$ cat src/rtl/systolic_row_feeder_pkg.sv
// Shared definitions for the systolic array edge feeders (west rows and
// north columns).
//   feeder_state_t : feeder control states
//   lane_w()       : width of one skew-pipeline lane word (operand plus valid tag)
package systolic_row_feeder_pkg;

  typedef enum logic [1:0] {
    IDLE  = 2'd0,
    FEED  = 2'd1,
    DRAIN = 2'd2,
    DONE  = 2'd3
  } feeder_state_t;

  // Lane word layout is {valid, data}; LANE_W = DATA_W + 1.
  function automatic int unsigned lane_w(input int unsigned data_w);
    return data_w + 1;
  endfunction

endpackage

$ cat src/rtl/systolic_row_feeder_skew_delay_line.sv
// Per-lane skew delay: DEPTH delay registers followed by the lane output
// register, so the total latency is DEPTH+1 cycles. DEPTH=0 degenerates to
// just the output register.
// Ports:
//   clk_i  clock
//   rst_i  synchronous active-high reset, clears every stage
//   d_i    lane word entering the pipeline
//   q_o    lane word leaving the output register
module skew_delay_line #(
  parameter int unsigned DEPTH = 0,
  parameter int unsigned WIDTH = 9
) (
  input  logic             clk_i,
  input  logic             rst_i,
  input  logic [WIDTH-1:0] d_i,
  output logic [WIDTH-1:0] q_o
);

  logic [WIDTH-1:0] sr_q [DEPTH+1];
  logic [WIDTH-1:0] sr_d [DEPTH+1];

  always_comb begin
    sr_d[0] = d_i;
    for (int unsigned k = 1; k < DEPTH + 1; k++) begin
      sr_d[k] = sr_q[k-1];
    end
  end

  always_ff @(posedge clk_i) begin
    for (int unsigned k = 0; k < DEPTH + 1; k++) begin
      if (rst_i) sr_q[k] <= '0;
      else       sr_q[k] <= sr_d[k];
    end
  end

  assign q_o = sr_q[DEPTH];

endmodule

$ cat src/rtl/systolic_row_feeder.sv
// West-edge feeder for the systolic PE array. Accepts one N-lane operand
// vector per beat (valid/ready) and skews it so lane i reaches its row i
// cycles after lane 0. Free-running: missing beats become zero bubbles.
// After the last beat, N-1 zero cycles flush the final wavefront, then done
// pulses for one cycle.
// Ports:
//   clk, rst             clock, synchronous active-high reset
//   in_valid/in_ready    input handshake (in_ready depends on state only)
//   in_data              N lanes, lane i = bits [i*DATA_W +: DATA_W]
//   in_last              marks the final vector of the operand block
//   row_out              skewed lane data to the array rows
//   row_vld              per-lane tag, 1 = real operand, 0 = bubble/flush
//   busy                 feeder not idle
//   done                 one-cycle pulse when the flush completes
module systolic_row_feeder
  import systolic_row_feeder_pkg::*;
#(
  parameter int unsigned N      = 4,
  parameter int unsigned DATA_W = 8
) (
  input  logic              clk,
  input  logic              rst,
  input  logic              in_valid,
  output logic              in_ready,
  input  logic [N*DATA_W-1:0] in_data,
  input  logic              in_last,
  output logic [N*DATA_W-1:0] row_out,
  output logic [N-1:0]      row_vld,
  output logic              busy,
  output logic              done
);

  localparam int unsigned LANE_W = lane_w(DATA_W);
  localparam int unsigned CNT_W  = $clog2(N);

  feeder_state_t    state_q, state_d;
  logic [CNT_W-1:0] drain_cnt_q, drain_cnt_d;
  logic             accept;

  assign in_ready = (state_q == IDLE) || (state_q == FEED);
  assign accept   = in_valid && in_ready;
  assign busy     = (state_q != IDLE);
  assign done     = (state_q == DONE);

  always_comb begin
    state_d     = state_q;
    drain_cnt_d = drain_cnt_q;
    case (state_q)
      IDLE, FEED: begin
        if (accept) begin
          if (in_last) begin
            state_d     = DRAIN;
            drain_cnt_d = CNT_W'(N - 1);
          end else begin
            state_d = FEED;
          end
        end
      end
      DRAIN: begin
        drain_cnt_d = drain_cnt_q - CNT_W'(1);
        // Count 1 is the final flush cycle; DONE then coincides with the
        // last operand sitting on lane N-1.
        if (drain_cnt_q == CNT_W'(1)) state_d = DONE;
      end
      DONE:    state_d = IDLE;
      default: state_d = IDLE;
    endcase
  end

  always_ff @(posedge clk) begin
    if (rst) begin
      state_q     <= IDLE;
      drain_cnt_q <= '0;
    end else begin
      state_q     <= state_d;
      drain_cnt_q <= drain_cnt_d;
    end
  end

  for (genvar i = 0; i < N; i++) begin : g_lane
    logic [LANE_W-1:0] lane_in;
    logic [LANE_W-1:0] lane_out;

    assign lane_in = accept ? {1'b1, in_data[i*DATA_W +: DATA_W]} : '0;

    skew_delay_line #(
      .DEPTH (i),
      .WIDTH (LANE_W)
    ) u_skew (
      .clk_i (clk),
      .rst_i (rst),
      .d_i   (lane_in),
      .q_o   (lane_out)
    );

    assign row_out[i*DATA_W +: DATA_W] = lane_out[DATA_W-1:0];
    assign row_vld[i]                  = lane_out[DATA_W];
  end

endmodule
$ cat config.mk
export PLATFORM = sky130hd
export DESIGN_NAME = systolic_row_feeder
export DESIGN_NICKNAME = d
export VERILOG_FILES = /design/src/rtl/systolic_row_feeder_pkg.sv /design/src/rtl/systolic_row_feeder_skew_delay_line.sv /design/src/rtl/systolic_row_feeder.sv
export SDC_FILE = /design/constraint.sdc
export NUM_CORES = 1
export LEC_CHECK = 0
export ABC_CLOCK_PERIOD_IN_PS = 1200
export CORE_ASPECT_RATIO = 0.8
export CORE_MARGIN = 2
export CORE_UTILIZATION = 44
export DETAILED_ROUTE_END_ITERATION = 8
export PLACE_DENSITY = 0.74
export SYNTH_ARGS = -nofsm -noshare
export SYNTH_HDL_FRONTEND = slang
export SYNTH_SLANG_ARGS = --single-unit
$ cat constraint.sdc
create_clock -name clk -period 1.2 [get_ports clk]
set_input_delay 0.3 -clock clk [delete_from_list [all_inputs] [get_ports clk]]
set_output_delay 0.3 -clock clk [all_outputs]
set_load 0.1 [all_outputs]
Yosys cells after proc, flatten, opt, wreduce, memory -nomap -nowiden:

Memory sizes are Yosys's and may differ from the RTL's.
Index checks and enable logic that the tools add are counted.

* mux-type cells: 25
* bitwise logic cells: 9
* equality and inequality tests: 7
* reduce and logical (&&, ||, !) cells: 9
* add/subtract/negate cells: 1

Operator list (number)
* 9-bit 2-to-1 mux: 14
* 2-bit 2-to-1 mux: 5
* 1-bit bitwise OR: 9
* 9-bit OR reduction: 1
* 2-bit != test (second input constant): 3
* 2-bit case mux with 3 select lines: 1
* 2-bit by 1-bit equality test with 1-bit output (second input constant): 2
* 2-bit equality test (second input constant): 2
* 1-bit 2-to-1 mux: 4
* 2-bit case mux with 2 select lines: 1
* 2-bit nonzero test: 2
* 3-bit AND reduction: 1
* 2-bit zero test: 1
* 2-bit AND reduction: 1
* 2-bit OR reduction: 1
* 2-bit by 1-bit subtractor with 2-bit output (second input constant): 1
* 1-bit logical AND: 1
* 1-bit logical OR: 1

* memory bits (writable): 90
* logic and storage cells: 57
* register bits: 4
* memories: 4
* input bits: 36

Memory list
* g_lane[3].u_skew.sr_q: words 4, bits a word 9, rd ports 4, clocked after Yosys merged registers in 0, wr ports 4, line systolic_row_feeder_skew_delay_line.sv:19 `logic [WIDTH-1:0] sr_q [DEPTH+1];`
* g_lane[2].u_skew.sr_q: words 3, bits a word 9, rd ports 3, clocked after Yosys merged registers in 0, wr ports 3, line systolic_row_feeder_skew_delay_line.sv:19
* g_lane[1].u_skew.sr_q: words 2, bits a word 9, rd ports 2, clocked after Yosys merged registers in 0, wr ports 2, line systolic_row_feeder_skew_delay_line.sv:19
* g_lane[0].u_skew.sr_q: words 1, bits a word 9, rd ports 1, clocked after Yosys merged registers in 0, wr ports 1, line systolic_row_feeder_skew_delay_line.sv:19

Logic depth before layout (Yosys ltp):

Gate-level depths: netlist (run 1).

* depth after elaboration: 5
* gate-level depth with buffers: 4

Modules after synthesis:

From an unflattened synthesis (run 1), not the netlist that was laid out.

* cells, all modules: 244
* area total of the unflattened synthesis: 2886.5 µm²

By module, submodules not included
* skew_delay_line (g_lane[3].u_skew): cells an instance 75, sequential area each 720.7 µm², times used 1, area an instance 994.7 µm²
* skew_delay_line (g_lane[2].u_skew): cells an instance 56, sequential area each 540.5 µm², times used 1, area an instance 749.5 µm²
* skew_delay_line (g_lane[1].u_skew): cells an instance 37, sequential area each 360.3 µm², times used 1, area an instance 489.2 µm²
* systolic_row_feeder: cells an instance 58, sequential area each 80.1 µm², times used 1, area an instance 416.6 µm²
* skew_delay_line (g_lane[0].u_skew): cells an instance 18, sequential area each 180.2 µm², times used 1, area an instance 236.5 µm²

Worst setup path before layout (run 1):

No wires, ideal clock.

* path kind: register to output
* start point: register state_q[1]
* end point: output port done
* arrival: 1.320 ns
* path slack: -0.420 ns
* cell stages (with the launch flop): 3
* path through: dfxtp_1 -> clkbuf_2 -> and2_1

* word-level cells in the longest chain between the ends: 1

Ends and longest elaborated chain
* start: declaration: line systolic_row_feeder.sv:36 `feeder_state_t state_q, state_d;`
* start signal: assignment: line systolic_row_feeder.sv:75 `state_q <= state_d;`
* 2-bit equality test: line systolic_row_feeder.sv:43 `assign done = (state_q == DONE);`
* end: declaration: line systolic_row_feeder.sv:30 `output logic done`

No other way between the ends.

Final worst setup path (run 1):

* start point: register state_q[1]
* end point: output port busy

* word-level cells in the longest chain between the ends: 1

Ends and longest elaborated chain
* 2-bit nonzero test: line systolic_row_feeder.sv:42 `assign busy = (state_q != IDLE);`
* end: declaration: line systolic_row_feeder.sv:29 `output logic busy,`

No other way between the ends.

==> results.yml, run 1 <==
critical_path:
  cp_cell_sequence: "or2_4 > buf_12"
  worstPathRequired_ps: 900
  endpoint_kind: "output pin"
  slowest_stage: "dfxtp_4"
  rr_worst_depth: 6
  start_kind: "register"
  worstSetupPathType: "reg -> out"
  cpPeakStageDelay_ps: 360
  reg2reg_from: "state_q[1]$_SDFFE_PP0P_"
  worstPathMaxFanout: 4
  reg2reg_to: "g_lane[3].u_skew.sr_q[0][4]$_SDFF_PP0_"
  crit_arrival_ps: 1110
  reg2reg_slack_ps: -100
power_and_ir_drop:
  p_per_area_nw_per_um2: 1430
  p_leak_uw: 0.00167
  vdd_drop_max_v: 0.00120
route:
  post_drt_wl_per_cell_um: 11.9
  drt_iter0_drc: 39
  drt_wl_total_um: 4450
  first_pass_iters: 4
  drc: 0
  antenna_left: 0
  vias: 1556
  vias_per_cell: 4.17
logic_synthesis:
  ys_async_sr_fraction: 0
  syn_nets: 240
  yosysWarnings: 0
  ys_types: 24
  synth_most_common_cell: "dfxtp_1"
  ys_ff_latch: 88
  syn_inst: 203
  yosys.area.top_type: "dfxtp_1"
  synthTopCellsByArea: "dfxtp_1 (70%), nor2b_1 (13%), and2_1 (5.2%)"
  synth_top_area_frac: 0.696
  synth_seq_area_share: 0.696
  synth_top_flop_cell: "dfxtp_1"
  synth-edff-count: 0
  synth.avg_cell_area_um2: 12.5
  yosys-top-cells-count: "dfxtp_1 (88), nor2b_1 (52), and2_1 (21), and2_2 (13), buf_2 (5)"
  synthesis.area_um2: 2530
cells_and_area:
  instances_no_fill: 373
  diodes: 0
  final_nets: 327
  fill_cells: 347
  area_growth_pct: 63.5
  drive_above_1_share: 0.447
sta:
  tns_ps: -2750
  hold_viol: 0
  period_share: 1.17
  fmax_mhz: 710
  worstMarginPinSlew_ps: 244
  setup_viol: 35
  worst_slack_ps: -208
  clock_skew_ps: 7.80
  maxSlewViolCount: 0
  fin_crit_ps: 1410
  rsz0062_at_grt: "true"
  relSlewSlack: 0.835
cts:
  cts_buffers: 9
  root_buffer: "clkbuf_8"
  clockBufferDepth: 2
  clock_latency_ps: 350
  cts_sinks: 88
  cts_hold_buffers: 0
  htreeDepth: 3
  clkTransAtPathRegs_ps: 80
  cts_tree: "done"
global_routing:
  first_global_vias: 1537
  grt_usage: 0.150
  overflow: 0
  antenna_found_initial: 0
  grt_pass1_wl_um: 6960
  grt_max_degree: 39
die:
  die-area_um2: 6380
  die_h_um: 71.9
  core_um2: 5500
  start_util: 0.461
  rows: 24
  die_w_um: 88.8
  io_pins: 75
hold_path:
  hold_depth: 3
  worstHoldStart: "rst"
  hold_class: "in -> reg"
  min_to: "state_q[1]$_SDFFE_PP0P_"
placement:
  place_congestion: 0.690
  placedCellCount: 348
  port_buffers: 74
  hpwlAfterDp_um: 2880
flow_run:
  maxCapViolCount: 0
status:
  violations: "setup timing"
  status: "complete, but fails checks"
placed cells by master (no fill, tap or decap), types with 2 or more instances in the layout:
master	n
nor2b_1	52
dfxtp_1	50
buf_12	41
dfxtp_2	37
clkdlybuf4s50_1	34
and2_1	15
and2_2	13
clkbuf_8	9
buf_4	7
and2_4	6
buf_6	4
clkinvlp_4	3
inv_8	2
inv_6	2
clkbuf_16	2
layer usage:
| metal | global-route usage | part of all wire |
|---|---|---|
| met1 | 0.140 | 0.37 |
| met2 | 0.269 | 0.55 |
| met3 | 0.0795 | 0.065 |
| met4 | 0.0657 | 0.019 |
| met5 | 0 | 0 |
area by class of cell:
cell class	instances	area (um^2)	share of cell area
Clock buffer	9	124	0.0299
Multi-Input combinational cell	100	697	0.168
Timing Repair Buffer	89	1310	0.317
Tap cell	78	97.6	0.0236
Clock inverter	7	85.1	0.0206
Inverter	2	11.3	0.00272
Sequential cell	88	1810	0.438
worst max path at each step:
stage / start / to / slack, ps
2_1_floorplan: state_q[1]$_SDFFE_PP0P_ / in_ready / 10
3_3_place_gp: in_valid / g_lane[2].u_skew.sr_q[0][7]$_SDFF_PP0_ / -260
3_5_place_dp: in_valid / g_lane[3].u_skew.sr_q[0][6]$_SDFF_PP0_ / -320
4_1_cts: state_q[1]$_SDFFE_PP0P_ / busy / -230
5_1_grt: state_q[1]$_SDFFE_PP0P_ / busy / -250
6_report: state_q[1]$_SDFFE_PP0P_ / busy / -210
metrics by stage:
stage	hold slack, ps	util	setup WS [ps]	area, um^2	power [uW]
CTS	315	0.735	-231	4040	5960
floorplan	414	-	10.1	2590	3550
detailed placement	420	0.689	-323	3790	3870
global placement	415	0.689	-264	3790	3850
finish	346	0.753	-208	4140	5940
global route	349	0.753	-247	4140	6180
state kept, by name, summed over array words and instances, names as in the netlist:
register and count:
g_lane.u_skew.sr_q 84, drain_cnt_q 2, state_q 2
critical path, delay by kind of cell, from the launching register on:
family        cells  cell delay, ps
flops             1             360
simple gates      1             240
buf+inv           1             160
where the power goes:
part | internal [uW] | switching (uW)
clock | 1000 | 1080
sequential | 3020 | 44.7
combinational | 385 | 412
total | 4410 | 1530
what timing repair did:
item | in CTS | in global routing
setup buffers | 4 | 2
gates resized for setup | 6 | 8
gates cloned | 0 | 3
setup endpoints to repair | 11 | 70
pin swaps | 4 | 2
cell families (layout without fill, tap and decap cells):
kind of cell,Yosys count,count (layout),share of synthesized area
compound gates,5,5,0.0158
simple gates,94,94,0.245
fa+ha+maj,1,1,0.00494
flops,88,88,0.696
buf+inv,15,107,0.0385
No activity file was read; power rests on OpenSTA's default activity.
==> inputs of run 2 (changes only) <==
CELL_PAD_IN_SITES_DETAIL_PLACEMENT = 0   (was not set)
CELL_PAD_IN_SITES_GLOBAL_PLACEMENT = 2   (was not set)
CORE_UTILIZATION = 29   (was 44)
PLACE_DENSITY = 0.76   (was 0.74)
==> results.yml, run 2 (synthesized netlist as in run 1, its figures left out) <==
sta:
  period_share: 1.18
  relSlewSlack: 0.838
  setup_viol: 3
  worst_slack_ps: -216
  worstMarginPinSlew_ps: 241
  maxSlewViolCount: 0
  fmax_mhz: 706
  clock_skew_ps: 9.50
  whs_ps: 338
  rsz0062_at_grt: "true"
  hold_viol: 0
  fin_crit_ps: 1420
global_routing:
  grt_pass1_wl_um: 6930
  gr-usage-met1: 0.108
  grt_use_met2: 0.152
  antenna_found_initial: 0
  first_global_vias: 1458
  top_usage_layer: "met2"
  grt_max_degree: 49
  overflow: 0
  grt_usage: 0.0974
  met3_usage: 0.0573
route:
  vias: 1502
  first_pass_iters: 4
  drt_wl_total_um: 4480
  post_drt_wl_per_cell_um: 11.1
  antenna_left: 0
  drc: 0
  drt_iter0_drc: 34
  vias_per_cell: 3.72
critical_path:
  cpPeakStageDelay_ps: 370
  worstPathMaxFanout: 4
  worstSetupPathType: "reg -> out"
  cp_cell_sequence: "or2_4 > buf_12"
  start_kind: "register"
  path_buf_inv: 1
  cp_top_family: "flip-flops"
  crit_arrival_ps: 1120
  slowest_stage: "dfxtp_4"
  worstPathRequired_ps: 900
  endpoint_kind: "output pin"
cells_and_area:
  fill_cells: 794
  drive_above_1_share: 0.425
  layout_commonest_cell: "nor2b_1"
  largest_register: "g_lane.u_skew.sr_q"
  diodes: 0
  finish.instance_area_um2: 4150
  final_nets: 324
  area_growth_pct: 63.7
  final_cell_mix: "nor2b_1 (52), dfxtp_1 (50), buf_12 (41)"
  reg.largest.list: "g_lane.u_skew.sr_q (84), drain_cnt_q (2), state_q (2)"
  largest_reg_flops: 84
placement:
  place_congestion: 0.707
  hpwlAfterDp_um: 2800
  place_area_um2: 3830
  port_buffers: 74
power_and_ir_drop:
  p_per_area_nw_per_um2: 1430
  p_leak_uw: 0.00166
  vdd_drop_max_v: 0.000645
  power_uw: 5930
die:
  die_h_um: 87.6
  rows: 30
  die_w_um: 108
  core_um2: 8480
  die-area_um2: 9500
  io_pins: 75
  start_util: 0.299
cts:
  root_buffer: "clkbuf_8"
  cts_tree: "done"
  cts_sinks: 88
  cts_buffers: 9
  clock_latency_ps: 350
  clkTransAtPathRegs_ps: 90
  htreeDepth: 3
  clockBufferDepth: 2
hold_path:
  hold_class: "in -> reg"
flow_run:
  maxCapViolCount: 0
status:
  violations: "setup timing"
  status: "complete, but fails checks"
## run 2: metal layers
layer  wire length (um)  part of all wire
met5                  0                 0
met4                 57             0.013
met3                375             0.084
met2               2130              0.47
met1               1920              0.43
## run 2: final cells by class
type                            count  area (um^2)  share of cell area
Timing Repair Buffer               86         1290               0.310
Sequential cell                    88         1810               0.437
Clock buffer                        9          124              0.0299
Inverter                            2         11.3             0.00272
Tap cell                          112          140              0.0338
Clock inverter                      7         87.6              0.0211
Multi-Input combinational cell    100          686               0.165
## run 2: path summary, 6_finish.rpt
check                                                               to  cells past startpoint                                   start  slack [ps]
worst max register to register  g_lane[1].u_skew.sr_q[0][5]$_SDFF_PP0_                      5                 state_q[1]$_SDFFE_PP0P_          20
worst min register to register  g_lane[2].u_skew.sr_q[2][2]$_SDFF_PP0_                      1  g_lane[2].u_skew.sr_q[1][2]$_SDFF_PP0_         430
worst min-delay path                       drain_cnt_q[1]$_SDFFE_PP0P_                      3                                in_valid         340
worst max-delay path                                              busy                      2                 state_q[1]$_SDFFE_PP0P_        -220
## run 2: through the flow
step	setup slack (ps)	util	TNS (ps)	cells
global route	-266	0.489	-1780	404
CTS	-236	0.480	-619	400
finish	-216	0.489	-529	404
detailed placement	-326	0.451	-10340	382
floorplan	10.1	-	0	203
global placement	-270	0.451	-8780	382
## run 2: power breakdown
group | total (uW) | internal (uW) | switching [uW]
logic | 778 | 369 | 408
registers | 3060 | 3020 | 42.7
clock network | 2090 | 1000 | 1090
total | 5930 | 4390 | 1540
## run 2: worst reg2reg max path, stage by stage, from the launching register on
cell and delay (ps):
dfxtp_4 370, buf_4 140, nor3b_4 190, buf_6 140, clkbuf_16 160, and2_2 140
## run 2: what timing repair did
| action | 4_1_cts | 5_1_grt |
|---|---|---|
| setup buffers | 2 | 2 |
| gates cloned | 0 | 2 |
| pin swaps | 1 | 2 |
| setup endpoints to repair | 9 | 45 |
| hold buffers | 0 | 0 |
| gates resized for setup | 6 | 3 |
==> inputs of run 3 (changes only) <==
ABC_CLOCK_PERIOD_IN_PS = 1300   (was 1200)
CORE_UTILIZATION = 26   (was 29)
GPL_TIMING_DRIVEN = 0   (was not set)
PLACE_DENSITY = 0.72   (was 0.76)
clock period = 1.3 ns   (was 1.2 ns; I/O delays follow)
==> results.yml, run 3 (synthesized netlist as in run 1, its figures left out) <==
status:
  status: "complete, but fails checks"
  violations: "setup timing"
sta:
  fin_crit_ps: 1500
  setup_viol: 3
  period_share: 1.16
  hold_viol: 0
  fmax_mhz: 665
  rsz0062_at_grt: "true"
  worst_slack_ps: -204
  worstMarginPinSlew_ps: 283
  maxSlewViolCount: 0
  relSlewSlack: 0.813
  clock_skew_ps: 8.63
hold_path:
  hold_class: "in -> reg"
  hold_depth: 3
  worstHoldStart: "in_valid"
  min_to: "drain_cnt_q[1]$_SDFFE_PP0P_"
route:
  vias_per_cell: 3.61
  drt_iter0_drc: 27
  drt_wl_total_um: 4320
  post_drt_wl_per_cell_um: 10.3
  drc: 0
  antenna_left: 0
  vias: 1509
  first_pass_iters: 3
  dr_wl_met2_um: 2050
  wl_met1_um: 1880
  wl_met3_um: 332
  top_layer_used: "met4"
die:
  io_pins: 75
  die_h_um: 92.3
  rows: 32
  die-area_um2: 10600
  die_w_um: 114
  start_util: 0.265
  core_um2: 9570
power_and_ir_drop:
  clkPwrFrac: 0.430
  power_switching_uw: 1490
  netSwitchingFraction: 0.245
  seqPwrFrac: 0.463
  p_per_area_nw_per_um2: 1590
  p_leak_uw: 0.00162
  power_uw: 6070
  p_int_uw: 4590
  vdd_drop_max_v: 0.000614
  combPwrFrac: 0.107
global_routing:
  first_global_vias: 1477
  grt_pass1_wl_um: 6890
  antenna_found_initial: 0
  overflow: 0
  grt_usage: 0.0871
  grt_max_degree: 18
placement:
  place_area_um2: 3430
  port_buffers: 74
  placedCellCount: 396
  place_congestion: 0.645
  hpwlAfterDp_um: 2970
cts:
  clkTransAtPathRegs_ps: 70
  cts_sinks: 88
  cts_tree: "done"
  clockBufferDepth: 2
  cts_buffers: 9
  clock_latency_ps: 330
  htreeDepth: 3
  root_buffer: "clkbuf_16"
cells_and_area:
  diodes: 0
  drive_above_1_share: 0.318
  regArea_um2: 1770
  multi_input_area_um2: 678
  final_nets: 331
  instances_no_fill: 418
  fill_cells: 944
  final_cell_mix: "dfxtp_1 (84), nor2b_1 (52), buf_4 (39)"
  largest_reg_flops: 84
  finish.instance_area_um2: 3810
  largest_register: "g_lane.u_skew.sr_q"
  area_growth_pct: 50.6
  layout_commonest_cell: "dfxtp_1"
  reg.largest.list: "g_lane.u_skew.sr_q (84), drain_cnt_q (2), state_q (2)"
critical_path:
  cp_top_family: "flip-flops"
  reg2reg_slack_ps: 110
  cpPeakStageDelay_ps: 330
  path_buf_inv: 2
  cp_cell_sequence: "buf_8 > or2_4 > buf_12"
  crit_arrival_ps: 1180
  start_kind: "register"
  reg2reg_to: "drain_cnt_q[1]$_SDFFE_PP0P_"
  rr_worst_depth: 5
  reg2reg_from: "state_q[1]$_SDFFE_PP0P_"
  worstPathRequired_ps: 980
  endpoint_kind: "output pin"
  worstSetupPathType: "reg -> out"
  slowest_stage: "dfxtp_2"
  worstPathMaxFanout: 4
flow_run:
  maxCapViolCount: 0
run 3: changes by cell type in the layout (fill, tap and decap cells not counted), moves of 6 or more:
cell,change
buf_12,-35
dfxtp_1,+34
buf_4,+33
dfxtp_2,-33
clkbuf_8,-9
clkbuf_16,+7
buf_6,+6
run 3: how the worst max path moves through the flow:
stage / to / depth (start not counted) / start / slack (ps)
2_1_floorplan: in_ready / 2 / state_q[1]$_SDFFE_PP0P_ / 10
3_3_place_gp: done / 3 / state_q[1]$_SDFFE_PP0P_ / -880
3_5_place_dp: done / 3 / state_q[1]$_SDFFE_PP0P_ / -890
4_1_cts: busy / 3 / state_q[1]$_SDFFE_PP0P_ / -230
5_1_grt: busy / 3 / state_q[1]$_SDFFE_PP0P_ / -240
6_report: busy / 3 / state_q[1]$_SDFFE_PP0P_ / -200
run 3: layout make-up:
| type | count | area share |
|---|---|---|
| Sequential cell | 88 | 0.463 |
| Timing Repair Buffer | 80 | 0.205 |
| Multi-Input combinational cell | 100 | 0.178 |
| Clock buffer | 9 | 0.0591 |
| Tap cell | 119 | 0.0390 |
| Buffer | 13 | 0.0295 |
| Clock inverter | 7 | 0.0230 |
| Inverter | 2 | 0.00295 |
run 3: timing repair:
action,CTS,global route
pin swaps,1,0
setup endpoints to repair,60,50
gates resized for setup,258,11
hold buffers,0,0
buffers inserted,5,1
run 3: through the flow:
stage               setup TNS, ps  setup WS (ps)   util  hold slack (ps)
finish                       -471           -204  0.399              386
global route                 -609           -241  0.399              402
CTS                          -548           -228  0.394              432
detailed placement         -47550           -889  0.359              420
global placement           -47060           -884  0.359              420
floorplan                       0           14.7      -              414
run 3: tightest hold or removal path: cells and delay by family:
kind / cells / cell delay (ps)
simple gates: 1 / 90
compound gates: 1 / 80
buf+inv: 1 / 160
run 3: per-layer routing:
metal / GRT usage / vias to the layer above
met5: 0 / -
met4: 0.0396 / 0
met3: 0.0469 / 4
met2: 0.137 / 46
met1: 0.0970 / 658
li1: - / 801
run 3: power groups by stage:
stage | Sequential [uW] | Combinational, uW | Clock (uW)
CTS | 2810 | 656 | 2700
finish | 2810 | 652 | 2610
global placement | 2870 | 606 | 0
global route | 2820 | 691 | 2810
floorplan | 3030 | 233 | 0
detailed placement | 2870 | 608 | 0
==> RTL edit: new RTL, settings of run 2 <==
`N`: 4 -> 2.
--- a/src/rtl/systolic_row_feeder.sv
+++ b/src/rtl/systolic_row_feeder.sv
@@ -16,5 +16,5 @@
   import systolic_row_feeder_pkg::*;
 #(
-  parameter int unsigned N      = 4,
+  parameter int unsigned N      = 2,
   parameter int unsigned DATA_W = 8
 ) (
Ports: changed (resized in_data, row_out and row_vld); port bits go from 75 to 41. No check against the original RTL was run, so the function may have changed too.
==> RTL edit against run 2 <==
The run still ends with negative setup slack left; non-clock buffer count is 39 lower; area after synthesis is 65% lower; sequential cell count shrank 59; sequential power fell by 66%; power down 62%; wire length shrank 63%; setup slack better by 0.088 ns; highest routed layer unchanged; critical path type unchanged; cell area fell by 59%.
==> RTL edit: results (changes against run 2) <==
[metrics] run status: finished, violations left
[metrics] failing checks: negative setup slack
[metrics] crit path setup slack, layout: -0.128 ns (+0.0881 ns)
[metrics] measured slew at the worst slew-check pin: 0.160 ns (-0.0804 ns)
[metrics] Seq/Total Area, Yosys: 66.2% (-3.4 points)
[metrics] Peak supply drop: 0.711 mV (+10%)
[metrics] net switching share of the total power: 27.1% (+1.1 points)
[metrics] WL per Instance: 10.4 um (-6.5%)
[metrics] count of TritonRoute iterations in the first routing pass: 3 (-1)
[metrics] fraction of area in registers: 36.0% (-7.7 points)
[metrics] number of standard cells after synthesis: 71 (-65%)
[metrics] fraction of final layout cells with drive strength greater than 1: 59.0% (+17 points)
[metrics] final HPWL from detailed placement: 1.29 mm (-54%)
[metrics] via count of the first global-routing pass: 625 (-57%)
[metrics] top cell type's share of synthesized area: 66.2% (-3.4 points)
[metrics] worst hold path class: reg -> reg
[metrics] number of cells upsized or downsized after cts: 4 (-2)
[metrics] Crit Reg-Reg Endpoint: g_lane[0].u_skew.sr_q[0][1]
[metrics] Worst Hold End: g_lane[1].u_skew.sr_q[1][5]
[metrics] reg-to-reg setup timing slack: 0.11 ns (+0.09 ns)
[metrics] number of cells on the worst hold path: 1 (-2)
[metrics] Hold Path Origin: g_lane[1].u_skew.sr_q[0][5]
[metrics] dpl cells: 150 (-61%)
[metrics] htree depth: 2 (-1)
[metrics] clock transition at the register clock pins on the worst setup and hold paths after CTS: 0.05 ns (-0.04 ns)
[metrics] synthesized netlist net count: 91 (-62%)
[metrics] total number of multi-input combinational cells: 36 (-64%)
[metrics] NonClk Buf Share: 40.1% (+9.0 points)
[metrics] leakage power summed over all cells: 0.000706 uW (-57%)
[metrics] most frequent cells after synthesis: 29 x sky130_fd_sc_hd__dfxtp_1, 9 x sky130_fd_sc_hd__and2_4, 9 x sky130_fd_sc_hd__nor2b_1
[metrics] via count: 620 (-59%)
[metrics] library cells used by synthesis: 18 (-25%)
[metrics] wire length of the first global-routing pass: 2.79 mm (-60%)
[metrics] largest registers: g_lane.u_skew.sr_q x26, state_q x2, drain_cnt_q x1
[metrics] maximum number of pins on one net before global-route repair: 12 (-76%)
[metrics] Setup Skew: 0.00374 ns (-0.00576 ns)
[metrics] number of setup violations in the final report: 3 (unchanged)
[metrics] top area cells in the synthesized netlist: sky130_fd_sc_hd__dfxtp_1 66%, sky130_fd_sc_hd__and2_4 9.0%, sky130_fd_sc_hd__and2_2 6.8%, sky130_fd_sc_hd__nor2b_1 6.4%, sky130_fd_sc_hd__buf_6 2.6%
[metrics] number of buffers inserted during clock tree synthesis: 5 (-4)
[metrics] number of violations reported at the end of detailed-routing iteration 0: 28 (-18%)
RTL edit: changes by cell type after synthesis, sizes merged, moves of 2 or more:
cell          run 2  this run
dfxtp            88        29
nor2b            52         9
and2             34        17
buf              11         3
nor3b             2         0
RTL edit: cell families (layout without fill, tap and decap cells):
group | count (synthesis) | after routing | synth area share, %
buf+inv | 6 | 57 | 4.71
compound gates | 4 | 4 | 3.14
flops | 29 | 29 | 66.2
simple gates | 32 | 32 | 26.0
RTL edit: worst max-delay path by stage:
stage | startpoint | endpoint | slack, ns | cells past startpoint
floorplan | state_q[1] | busy | 0.04 | 1
global placement | rst | g_lane[0].u_skew.sr_q[0][1] | -0.31 | 5
detailed placement | rst | g_lane[0].u_skew.sr_q[0][2] | -0.31 | 5
CTS | state_q[1] | busy | -0.14 | 2
global route | state_q[1] | busy | -0.16 | 2
finish | state_q[1] | busy | -0.13 | 2
RTL edit: metrics by stage:
stage	hold slack (ns)	total power (uW)	cell area, sq um	setup TNS, ns
after floorplan	0.364	1330	906	0
after global placement	0.417	1550	1580	-5.07
after detailed placement	0.422	1550	1580	-4.97
after CTS	0.435	2310	1690	-0.316
after global routing	0.446	2380	1690	-0.387
final	0.432	2260	1690	-0.266
RTL edit: metal layers:
| metal | vias to the layer above | global-route usage (%) | part of all wire (%) |
|---|---|---|---|
| met5 | - | 0 | 0 |
| met4 | 0 | 9.38 | 2.1 |
| met3 | 3 | 7.02 | 13 |
| met1 | 272 | 11.8 | 38 |
| met2 | 27 | 18.5 | 48 |
| li1 | 318 | - | - |
RTL edit: critical path: stages (launching register included):
cell	delay (ns)
sky130_fd_sc_hd__dfxtp_4	0.35
sky130_fd_sc_hd__or2_4	0.24
sky130_fd_sc_hd__buf_12	0.16
